$ cat config.mk
export PLATFORM = sky130hd
export DESIGN_NAME = hazard_ctrl
export DESIGN_NICKNAME = d
export VERILOG_FILES = /design/src/rtl/hazard_ctrl.sv
export SDC_FILE = /design/constraint.sdc
export NUM_CORES = 1
export LEC_CHECK = 0
export CORE_MARGIN = 5
export CORE_UTILIZATION = 45
export CTS_BUF_LIST = sky130_fd_sc_hd__clkbuf_16
export CTS_CLUSTER_DIAMETER = 100
export DETAILED_ROUTE_END_ITERATION = 8
export GPL_TIMING_DRIVEN = 0
export PLACE_DENSITY = 0.8
export SKIP_CTS_REPAIR_TIMING = 1
export SYNTH_ARGS = -nofsm -noshare
export SYNTH_HDL_FRONTEND = slang
export SYNTH_SLANG_ARGS = --single-unit
$ cat constraint.sdc
create_clock -name clk -period 3.9 [get_ports clk]
set_input_delay 0.78 -clock clk [delete_from_list [all_inputs] [get_ports clk]]
set_output_delay 0.78 -clock clk [all_outputs]
set_load 0.02 [all_outputs]
$ cat src/rtl/hazard_ctrl.sv
// Pipeline hazard controller: load-use interlock, branch redirect flush,
// data-memory wait stall, and halt drain/freeze sequencing for a
// classic five-stage in-order pipeline.
module hazard_ctrl #(
  parameter int unsigned CNT_W     = 16,
  parameter int unsigned DRAIN_CYC = 3
) (
  input  logic             clk,
  input  logic             rst_n,
  input  logic [4:0]       id_rs1_addr_i,
  input  logic [4:0]       id_rs2_addr_i,
  input  logic             id_uses_rs1_i,
  input  logic             id_uses_rs2_i,
  input  logic             ex_mem_read_en_i,
  input  logic [4:0]       ex_rd_addr_i,
  input  logic             ex_redirect_i,
  input  logic             mem_req_i,
  input  logic             mem_ready_i,
  input  logic             halt_req_i,
  output logic             pc_stall_o,
  output logic             if_id_stall_o,
  output logic             id_ex_stall_o,
  output logic             ex_mem_stall_o,
  output logic             if_id_flush_o,
  output logic             id_ex_flush_o,
  output logic             halted_o,
  output logic [CNT_W-1:0] stall_cycles_o
);

  // Drain counter must hold DRAIN_CYC; keep at least one bit.
  localparam int unsigned DRN_W_RAW = $clog2(DRAIN_CYC + 1);
  localparam int unsigned DRN_W     = (DRN_W_RAW < 1) ? 1 : DRN_W_RAW;
  localparam logic [DRN_W-1:0] DRN_LOAD = DRN_W'(DRAIN_CYC);

  typedef enum logic [1:0] {
    S_RUN      = 2'd0,
    S_MEM_WAIT = 2'd1,
    S_DRAIN    = 2'd2,
    S_HALTED   = 2'd3
  } state_e;

  state_e             state_q, state_d;
  logic               ret_drain_q, ret_drain_d;
  logic [DRN_W-1:0]   drain_q, drain_d;
  logic [CNT_W-1:0]   cnt_q, cnt_d;
  logic               halted_q;

  // Raw (pre-reset-gating) control outputs.
  logic pc_stall_raw, if_id_stall_raw, id_ex_stall_raw, ex_mem_stall_raw;
  logic if_id_flush_raw, id_ex_flush_raw;

  logic mem_wait;
  logic rs1_hit, rs2_hit, load_use;

  // Hazard detection terms.
  always_comb begin
    mem_wait = mem_req_i & ~mem_ready_i;
    rs1_hit  = id_uses_rs1_i & (id_rs1_addr_i == ex_rd_addr_i);
    rs2_hit  = id_uses_rs2_i & (id_rs2_addr_i == ex_rd_addr_i);
    load_use = ex_mem_read_en_i & (ex_rd_addr_i != 5'd0) & (rs1_hit | rs2_hit);
  end

  // Next-state, drain counter and raw stall/flush decode.
  always_comb begin
    state_d         = state_q;
    ret_drain_d     = ret_drain_q;
    drain_d         = drain_q;
    pc_stall_raw    = 1'b0;
    if_id_stall_raw = 1'b0;
    id_ex_stall_raw = 1'b0;
    ex_mem_stall_raw = 1'b0;
    if_id_flush_raw = 1'b0;
    id_ex_flush_raw = 1'b0;

    unique case (state_q)
      S_RUN: begin
        if (mem_wait) begin
          pc_stall_raw     = 1'b1;
          if_id_stall_raw  = 1'b1;
          id_ex_stall_raw  = 1'b1;
          ex_mem_stall_raw = 1'b1;
          ret_drain_d      = 1'b0;
          state_d          = S_MEM_WAIT;
        end else if (ex_redirect_i) begin
          if_id_flush_raw = 1'b1;
          id_ex_flush_raw = 1'b1;
        end else if (load_use) begin
          pc_stall_raw    = 1'b1;
          if_id_stall_raw = 1'b1;
          id_ex_flush_raw = 1'b1;
        end else if (halt_req_i) begin
          drain_d = DRN_LOAD;
          state_d = S_DRAIN;
        end
      end

      S_MEM_WAIT: begin
        // Drain counter untouched here so a halt resumes where it left off.
        if (mem_wait) begin
          pc_stall_raw     = 1'b1;
          if_id_stall_raw  = 1'b1;
          id_ex_stall_raw  = 1'b1;
          ex_mem_stall_raw = 1'b1;
        end else begin
          state_d = ret_drain_q ? S_DRAIN : S_RUN;
        end
      end

      S_DRAIN: begin
        if (mem_wait) begin
          pc_stall_raw     = 1'b1;
          if_id_stall_raw  = 1'b1;
          id_ex_stall_raw  = 1'b1;
          ex_mem_stall_raw = 1'b1;
          ret_drain_d      = 1'b1;
          state_d          = S_MEM_WAIT;
        end else begin
          if (ex_redirect_i) begin
            // Let the PC take the branch target; restart the bubble count.
            if_id_flush_raw = 1'b1;
            id_ex_flush_raw = 1'b1;
            drain_d         = DRN_LOAD;
          end else begin
            pc_stall_raw    = 1'b1;
            if_id_flush_raw = 1'b1;
            drain_d         = (drain_q != '0) ? drain_q - DRN_W'(1) : '0;
            if (drain_q <= DRN_W'(1)) begin
              state_d = S_HALTED;
            end
          end
          // Halt withdrawn: back to normal issue, inserted bubbles stay.
          if (!halt_req_i) begin
            state_d = S_RUN;
          end
        end
      end

      S_HALTED: begin
        pc_stall_raw     = 1'b1;
        if_id_stall_raw  = 1'b1;
        id_ex_stall_raw  = 1'b1;
        ex_mem_stall_raw = 1'b1;
        if (!halt_req_i) begin
          state_d = S_RUN;
        end
      end

      default: begin
        state_d = S_RUN;
      end
    endcase
  end

  // Control outputs are forced low while reset is asserted.
  always_comb begin
    pc_stall_o     = pc_stall_raw     & rst_n;
    if_id_stall_o  = if_id_stall_raw  & rst_n;
    id_ex_stall_o  = id_ex_stall_raw  & rst_n;
    ex_mem_stall_o = ex_mem_stall_raw & rst_n;
    if_id_flush_o  = if_id_flush_raw  & rst_n;
    id_ex_flush_o  = id_ex_flush_raw  & rst_n;
  end

  // Saturating count of PC stall cycles outside HALTED.
  always_comb begin
    cnt_d = cnt_q;
    if (pc_stall_o && (state_q != S_HALTED) && (cnt_q != '1)) begin
      cnt_d = cnt_q + CNT_W'(1);
    end
  end

  // State, drain counter, stall counter and halted flag registers.
  always_ff @(posedge clk or negedge rst_n) begin
    if (!rst_n) begin
      state_q     <= S_RUN;
      ret_drain_q <= 1'b0;
      drain_q     <= '0;
      cnt_q       <= '0;
      halted_q    <= 1'b0;
    end else begin
      state_q     <= state_d;
      ret_drain_q <= ret_drain_d;
      drain_q     <= drain_d;
      cnt_q       <= cnt_d;
      halted_q    <= (state_d == S_HALTED);
    end
  end

  assign halted_o       = halted_q;
  assign stall_cycles_o = cnt_q;

endmodule
# Word-level counts from Yosys, hierarchy flattened
# Cells that the tools add are included.
# word_totals
reg_bits	22
inputBits	24
out_inout_bits	23
# classes
add_sub_neg	2
n_lt_le_gt_ge	1
eq_ne	15
n_mux	39
bitwise_logic	12
reduce_logical	10
# ops
cell	count
2-bit two-way mux	18
16-bit by 1-bit adder with 16-bit output, second input constant	1
16-bit inequality test, second input constant	1
2-bit inequality test, second input constant	8
1-bit two-way mux	13
1-bit bitwise AND	10
5-bit == test	2
1-bit one-hot mux with 2 select lines	4
2-bit one-hot mux with 4 select lines	1
2-bit == test, second input constant	3
6-bit AND reduction	1
5-bit nonzero test	1
1-bit one-hot mux with 4 select lines	1
2-bit one-hot mux with 2 select lines	1
2-bit nonzero test	2
1-bit one-hot mux with 3 select lines	1
3-bit AND reduction	1
3-bit OR reduction	1
2-bit by 1-bit == test with 1-bit output, second input constant	1
2-bit by 1-bit less-or-equal comparator with 1-bit output, second input constant	1
1-bit logical AND	2
2-bit logical NOT	1
2-bit OR reduction	1
2-bit by 1-bit subtractor with 2-bit output, second input constant	1
other kinds (2)	2

# Depth between registers and ports, before layout
# Gate-level depths: netlist of run 1.
# logic_depth
word_depth	11
mapped_depth	10
mapped_depth_nobuf	8

# Worst setup path after synthesis of run 1
# Ideal clock, no wire load.
# synth_timing
path_kind	input to output
startpoint	input ex_rd_addr_i[0]
endpoint	output if_id_stall_o
arrival_ns	1.958
required_time_ns	3.120
slack_ns	1.162
stages	5
n_path_buf	0
cell_sequence	or4_1 > o21ai_2 > nand2b_1 > nor2_1 > o211a_1
# synth_between
elab_chain_cells	9
word_cells_on_any_way	13
# synth_rtl
element	line	text
from (decl)	15	input logic [4:0] ex_rd_addr_i,
5-bit == test, on equally long branches	58, 59	
1-bit bitwise AND, on equally long branches	58, 59	
1-bit bitwise OR	60	load_use = ex_mem_read_en_i & (ex_rd_addr_i != 5'd0) & (rs1_hit | rs2_hit);
1-bit bitwise AND (*)	60	
1-bit two-way mux (*)	87	end else if (load_use) begin
1-bit two-way mux (*)	84	end else if (ex_redirect_i) begin
1-bit two-way mux (*)	77	if (mem_wait) begin
1-bit one-hot mux with 3 select lines (*)	75	unique case (state_q)
1-bit bitwise AND (*)	157	if_id_stall_o = if_id_stall_raw & rst_n;
to (decl)	21	output logic if_id_stall_o,
# Mark *: on every way between the ends. The rest lies on a longest branch, timed or not.

# Worst setup path after layout of run 1
# Same ends and word-level chain as after synthesis.

==> run summary, run 1 <==
CTS
* **clock insertion delay at the later pin of the skew report** 250 ps
* **clock tree from TritonCTS** done
* **TritonCTS buffer count** 3
* **clock slew seen by the registers of the worst setup and hold paths** 50 ps
* **CTS root buf** sky130_fd_sc_hd__clkbuf_16
* **maximum clock path buffer count** 2
* **TritonCTS Sinks** 22
* **H-tree levels** 1

Detailed routing
* **Via-to-Cell Ratio** 5.24
* **Antenna Violating Nets Remaining** 0
* **overall via count from detail_route** 1351
* **number of detailed-route iterations in the first pass** 4
* **Total Routed Length** 3.45 mm
* **number of DRC violations after detailed-routing iteration 0** 102
* **routed length per instance** 13.4 um
* **count of unresolved DRC violations after routing** 0

Timing
* **Final setup viols** 0
* **Final Hold Violating Endpoints** 0
* **Worst slew margin** 24.8%
* **worst-case clock skew** 1.41 ps
* **maximum clock frequency** 264 MHz
* **unrepaired setup endpoints after global routing** no
* **pin slew with the least headroom to its limit** 1130 ps
* **post-route worst setup slack** 110 ps
* **final number of max-transition violations** 0
* **clock period minus worst slack** 3790 ps
* **Worst Hold Slack** 481 ps
* **setup_tns** 0 ps
* **crit share post-route** 97.2%

Global routing
* **number of global-route vias before repair** 1309
* **GR Util All Layers** 16.4%
* **pin count of the biggest net entering global routing** 29
* **overflow left after global routing** 0
* **initial antenna violation count** 0
* **first-pass GRT wire length** 5.82 mm

Setup path
* **FF-to-FF path depth** 9
* **endpoint of the most critical register-to-register path** stall_cycles_o[14]
* **largest driver fanout on the critical path** 4
* **required time of the worst setup path** 3120 ps
* **worst reg2reg setup slack** 1620 ps
* **R2R Path Start** state_q[0]
* **Data arrival, critical path** 3010 ps
* **capturing element type of the critical path** output pin
* **type of element launching the critical path** input pin
* **class of the most critical setup path** input pin to output pin

Synth
* **Syn Area/Cell** 9.16 um^2
* **commonest register cell after synthesis** sky130_fd_sc_hd__dfrtp_1
* **number of nets in the synthesized netlist** 192
* **sequential area share after synthesis** 36.9%
* **synthesis warning total** 0
* **share of synthesized flip-flops with an asynchronous set or reset** 100%
* **Netlist cell types** 44
* **EDFF count, synth** 0
* **number of cells produced by synthesis** 163
* **synthesis-stage register bit count** 22
* **netlist area before placement** 1490 um^2

Hold path
* **Hold/Removal Path Class** flop to flop
* **number of cells on the worst hold path** 1
* **startpoint of the most critical hold path** stall_cycles_o[14]
* **end of the worst hold path** stall_cycles_o[14]

Power
* **share of total power consumed by net switching** 36.2%
* **P_leak** 0.878 nW
* **share of power burned in registers** 34.6%
* **combinational share of power** 43.8%
* **Pint** 0.611 mW
* **Final Total Pwr** 0.958 mW
* **VDD IR-drop max** 395 uV
* **switching power total** 0.347 mW
* **ratio of total power to cell area** 457 nW/um^2
* **Clock power frac** 21.6%

Layout
* **number of non-filler instances in the completed layout** 258
* **area of all placed cells without fillers** 2090 um^2
* **Core Util, Final** 63.8%
* **highest-count cells in the layout ignoring fill and taps** sky130_fd_sc_hd__clkdlybuf4s50_1, sky130_fd_sc_hd__dfrtp_1, sky130_fd_sc_hd__xnor2_1
* **net count of the finished layout** 243
* **synthesis-to-layout area growth** 40.3%
* **leading cell type in the layout, fill and taps excluded** sky130_fd_sc_hd__clkdlybuf4s50_1
* **antenna diode count** 0
* **proportion of layout cells with a drive suffix above 1** 5.66%
* **Filler Cells Inserted** 289

Die
* **Die Outline Area** 4570 um^2
* **die width** 67.6 um
* **boundary pin count** 47
* **number of placement rows** 21
* **initial standard-cell utilization of the core** 45.4%
* **Std-Cell Core Area** 3280 um^2
* **Die Y** 67.6 um

Placement
* **final HPWL from detailed placement** 2.72 mm
* **number of cells in the design after placement** 255
* **worst setup slack after placement** 57.6 ps
* **Placed Instance Area** 2010 um^2
* **number of port buffers** 46
* **final weighted congestion in routability-driven placement** 0.871

Status
* **result of the run** completed

Run
* **maximum capacitance violations** 0

[metal layers]
metal / up-vias / global-route usage [%] / part of all wire [%]
met5: - / 0 / 0
met4: 0 / 2.53 / 0.55
met3: 2 / 3.16 / 2.9
met2: 28 / 29.4 / 52
met1: 632 / 20.5 / 45
li1: 689 / - / -
[power by group through the flow]
stage	sequential, mW	clock [mW]	combinational (mW)
6_report	0.331	0.207	0.419
3_5_place_dp	0.335	0	0.418
3_3_place_gp	0.334	0	0.414
2_1_floorplan	0.354	0	0.239
4_1_cts	0.332	0.210	0.421
5_1_grt	0.342	0.218	0.467
[layout make-up]
class                   count  area [um^2]  area share (%)
plain buffers               7         37.5            1.79
clock buffers               3         75.1            3.58
inverters                   6         22.5            1.08
multi-input cells         128          888            42.4
flip-flops and latches     22          551            26.3
well taps                  46         57.6            2.75
repair buffers             46          463            22.1
[state kept, by name (all words and copies together), names as in the netlist]
signal	count
stall_cycles_o	16
halted_o	1
drain_q	2
state_q	2
ret_drain_q	1
[synth_stat cells (3+ instances only)]
master                     number  area [um^2]
sky130_fd_sc_hd__nand2_1       10         37.5
sky130_fd_sc_hd__ha_1           5         62.6
sky130_fd_sc_hd__dfrtp_1       22          551
sky130_fd_sc_hd__inv_1          6         22.5
sky130_fd_sc_hd__nor4_1         3         18.8
sky130_fd_sc_hd__a21oi_1        6         30.0
sky130_fd_sc_hd__nor2_1        10         37.5
sky130_fd_sc_hd__and2_1         3         18.8
sky130_fd_sc_hd__nand2b_1       4         25.0
sky130_fd_sc_hd__nand3_1        5         25.0
sky130_fd_sc_hd__xnor2_1       14          123
sky130_fd_sc_hd__clkbuf_1       5         18.8
sky130_fd_sc_hd__xor2_1        11         96.3
sky130_fd_sc_hd__nand4_1        4         25.0
sky130_fd_sc_hd__nor3_1         6         30.0
sky130_fd_sc_hd__o21ai_0       11         55.1
[cells by family after synthesis]
kind of cell | share of synthesized area, %
simple gates | 22.5
compound gates | 16.3
xor+xnor | 14.7
flops | 36.9
buf+inv | 4.02
fa+ha+maj | 4.19
mux | 1.51
[how the worst max path moves through the flow]
| stage | start | to | slack [ps] | depth (start not counted) |
|---|---|---|---|---|
| after CTS | ex_rd_addr_i[1] | pc_stall_o | 50 | 8 |
| after detailed placement | ex_rd_addr_i[1] | pc_stall_o | 60 | 8 |
| after floorplan | ex_rd_addr_i[0] | if_id_stall_o | 1160 | 5 |
| final | ex_rd_addr_i[0] | if_id_stall_o | 110 | 7 |
| after global placement | ex_rd_addr_i[1] | pc_stall_o | 50 | 8 |
| after global routing | ex_rd_addr_i[1] | pc_stall_o | 30 | 8 |
[critical path, stage by stage]
cell and delay (ps):
sky130_fd_sc_hd__clkdlybuf4s50_1 460, sky130_fd_sc_hd__or4_1 560, sky130_fd_sc_hd__o21ai_2 220, sky130_fd_sc_hd__nand2b_1 180
sky130_fd_sc_hd__nor2_1 50, sky130_fd_sc_hd__o211a_1 220, sky130_fd_sc_hd__clkdlybuf4s50_1 530
Power figures use the tool's default switching activity.
==> inputs of run 2 (changes only) <==
--- a/config.mk
+++ b/config.mk
@@ -6,12 +6,13 @@
 export NUM_CORES = 1
 export LEC_CHECK = 0
 export CORE_MARGIN = 5
-export CORE_UTILIZATION = 45
+export CORE_UTILIZATION = 30
 export CTS_BUF_LIST = sky130_fd_sc_hd__clkbuf_16
 export CTS_CLUSTER_DIAMETER = 100
 export DETAILED_ROUTE_END_ITERATION = 8
 export GPL_TIMING_DRIVEN = 0
-export PLACE_DENSITY = 0.8
+export MAX_ROUTING_LAYER = met4
+export PLACE_DENSITY = 0.58
 export SKIP_CTS_REPAIR_TIMING = 1
 export SYNTH_ARGS = -nofsm -noshare
 export SYNTH_HDL_FRONTEND = slang
==> constraint.sdc (replaced) <==
create_clock -name clk -period 3.8 [get_ports clk]
set_input_delay 0.76 -clock clk [delete_from_list [all_inputs] [get_ports clk]]
set_output_delay 0.76 -clock clk [all_outputs]
set_load 0.02 [all_outputs]
==> run 2 against run 1 <==
Sequential share of layout area fell by 0.69 points. Largest cell class unchanged. Sequential cell count did not move. Via count fell by 0.67%.
==> run summary, run 2 (synthesis gave the netlist of run 1 again) <==
Layout
* **number of non-filler instances in the completed layout** 280
* **highest-count cells in the layout ignoring fill and taps** sky130_fd_sc_hd__clkdlybuf4s50_1, sky130_fd_sc_hd__dfrtp_1, sky130_fd_sc_hd__xnor2_1
* **proportion of layout cells with a drive suffix above 1** 6.10%
* **antenna diode count** 0
* **synthesis-to-layout area growth** 44.1%
* **number of flip-flops under the largest register name** 16
* **net count of the finished layout** 244
* **leading cell type in the layout, fill and taps excluded** sky130_fd_sc_hd__clkdlybuf4s50_1

CTS
* **clock slew seen by the registers of the worst setup and hold paths** 50 ps
* **clock tree from TritonCTS** done
* **maximum clock path buffer count** 2
* **clock insertion delay at the later pin of the skew report** 250 ps
* **CTS root buf** sky130_fd_sc_hd__clkbuf_16
* **H-tree levels** 1
* **TritonCTS Sinks** 22
* **TritonCTS buffer count** 3

Power
* **ratio of total power to cell area** 458 nW/um^2
* **Final Total Pwr** 0.985 mW
* **P_leak** 0.936 nW
* **VDD IR-drop max** 238 uV

Die
* **number of placement rows** 25
* **Die Y** 80.5 um
* **initial standard-cell utilization of the core** 31.2%
* **boundary pin count** 47
* **Die Outline Area** 6490 um^2
* **Std-Cell Core Area** 4790 um^2
* **die width** 80.5 um

Setup path
* **largest driver fanout on the critical path** 4
* **class of the most critical setup path** input pin to output pin
* **cell chain of the critical path** clkdlybuf4s50_1 > or4_1 > o21ai_4 > nand2b_1 > nor2_1 > o211a_1 > dlymetal6s2s_1
* **delay of the slowest critical-path stage** 590 ps
* **FF-to-FF path depth** 8
* **capturing element type of the critical path** output pin
* **required time of the worst setup path** 3040 ps
* **Data arrival, critical path** 2650 ps
* **Worst path slowest cell** sky130_fd_sc_hd__or4_1
* **type of element launching the critical path** input pin

Detailed routing
* **Via-to-Cell Ratio** 4.79
* **Antenna Violating Nets Remaining** 0
* **count of unresolved DRC violations after routing** 0
* **number of DRC violations after detailed-routing iteration 0** 114
* **met3 wirelength from detailed routing** 94 um
* **overall via count from detail_route** 1342
* **Metal-1 WL** 1.70 mm
* **uppermost routed layer** met4
* **routed length per instance** 13.2 um
* **Total Routed Length** 3.68 mm
* **number of detailed-route iterations in the first pass** 4
* **routed length on met2** 1.87 mm

Timing
* **setup_tns** 0 ps
* **clock period minus worst slack** 3410 ps
* **Final setup viols** 0
* **worst-case clock skew** 1.78 ps
* **Worst Hold Slack** 496 ps
* **crit share post-route** 89.7%
* **final number of max-transition violations** 0
* **Final Hold Violating Endpoints** 0
* **unrepaired setup endpoints after global routing** no
* **pin slew with the least headroom to its limit** 458 ps
* **Worst slew margin** 69.5%
* **maximum clock frequency** 293 MHz

Placement
* **final weighted congestion in routability-driven placement** 0.775
* **final HPWL from detailed placement** 2.90 mm
* **number of port buffers** 46
* **number of cells in the design after placement** 276

Hold path
* **number of cells on the worst hold path** 1
* **Hold/Removal Path Class** flop to flop

Global routing
* **GR Util All Layers** 12.2%
* **first-pass GRT wire length** 6.18 mm
* **overflow left after global routing** 0
* **initial antenna violation count** 0
* **pin count of the biggest net entering global routing** 29
* **number of global-route vias before repair** 1324

Status
* **result of the run** completed

Run
* **maximum capacitance violations** 0

==> run 2: routing by layer <==
layer,track usage (%),vias to the layer above
met4,2.03,0
met1,15.3,635
li1,-,685
met5,-,-
met3,2.13,2
met2,20.9,20
==> run 2: power by group <==
part / switching, mW / internal (mW) / total (mW) / leakage [nW]
sequential: 0.0542 / 0.284 / 0.338 / 0.286
combinational: 0.230 / 0.204 / 0.434 / 0.613
clock: 0.0742 / 0.139 / 0.213 / 0.0370
total: 0.359 / 0.627 / 0.985 / 0.936
==> run 2: worst paths after layout <==
check | from | endpoint | slack, ps
worst max-delay path | ex_rd_addr_i[0] | if_id_stall_o | 390
min in group asynchronous | rst_n | state_q[1] | 800
worst min-delay path | stall_cycles_o[5] | stall_cycles_o[5] | 500
worst max register to register | state_q[0] | stall_cycles_o[1] | 1470
worst min register to register | stall_cycles_o[5] | stall_cycles_o[5] | 500
max in group asynchronous | rst_n | stall_cycles_o[3] | 2530
==> run 2: area by class of cell <==
type	instances	area, um^2
Fill cell	471	2640
Multi-Input combinational cell	128	896
Buffer	7	37.5
Clock buffer	3	75.1
Sequential cell	22	551
Inverter	6	22.5
Timing Repair Buffer	47	485
Tap cell	67	83.8
==> run 2: stage by stage <==
stage               worst slack [ps]  area, um^2  util (%)
finish                           390        2150      44.9
CTS                            -60.9        2110      44.1
global route                     285        2150      44.9
detailed placement             -46.7        2040      42.6
floorplan                       1100        1490         -
global placement               -56.5        2040      42.6
==> run 2: critical path, delay by kind of cell <==
family          cells  cell delay, ps
simple gates        3             820
compound gates      2             400
buf+inv             2             660
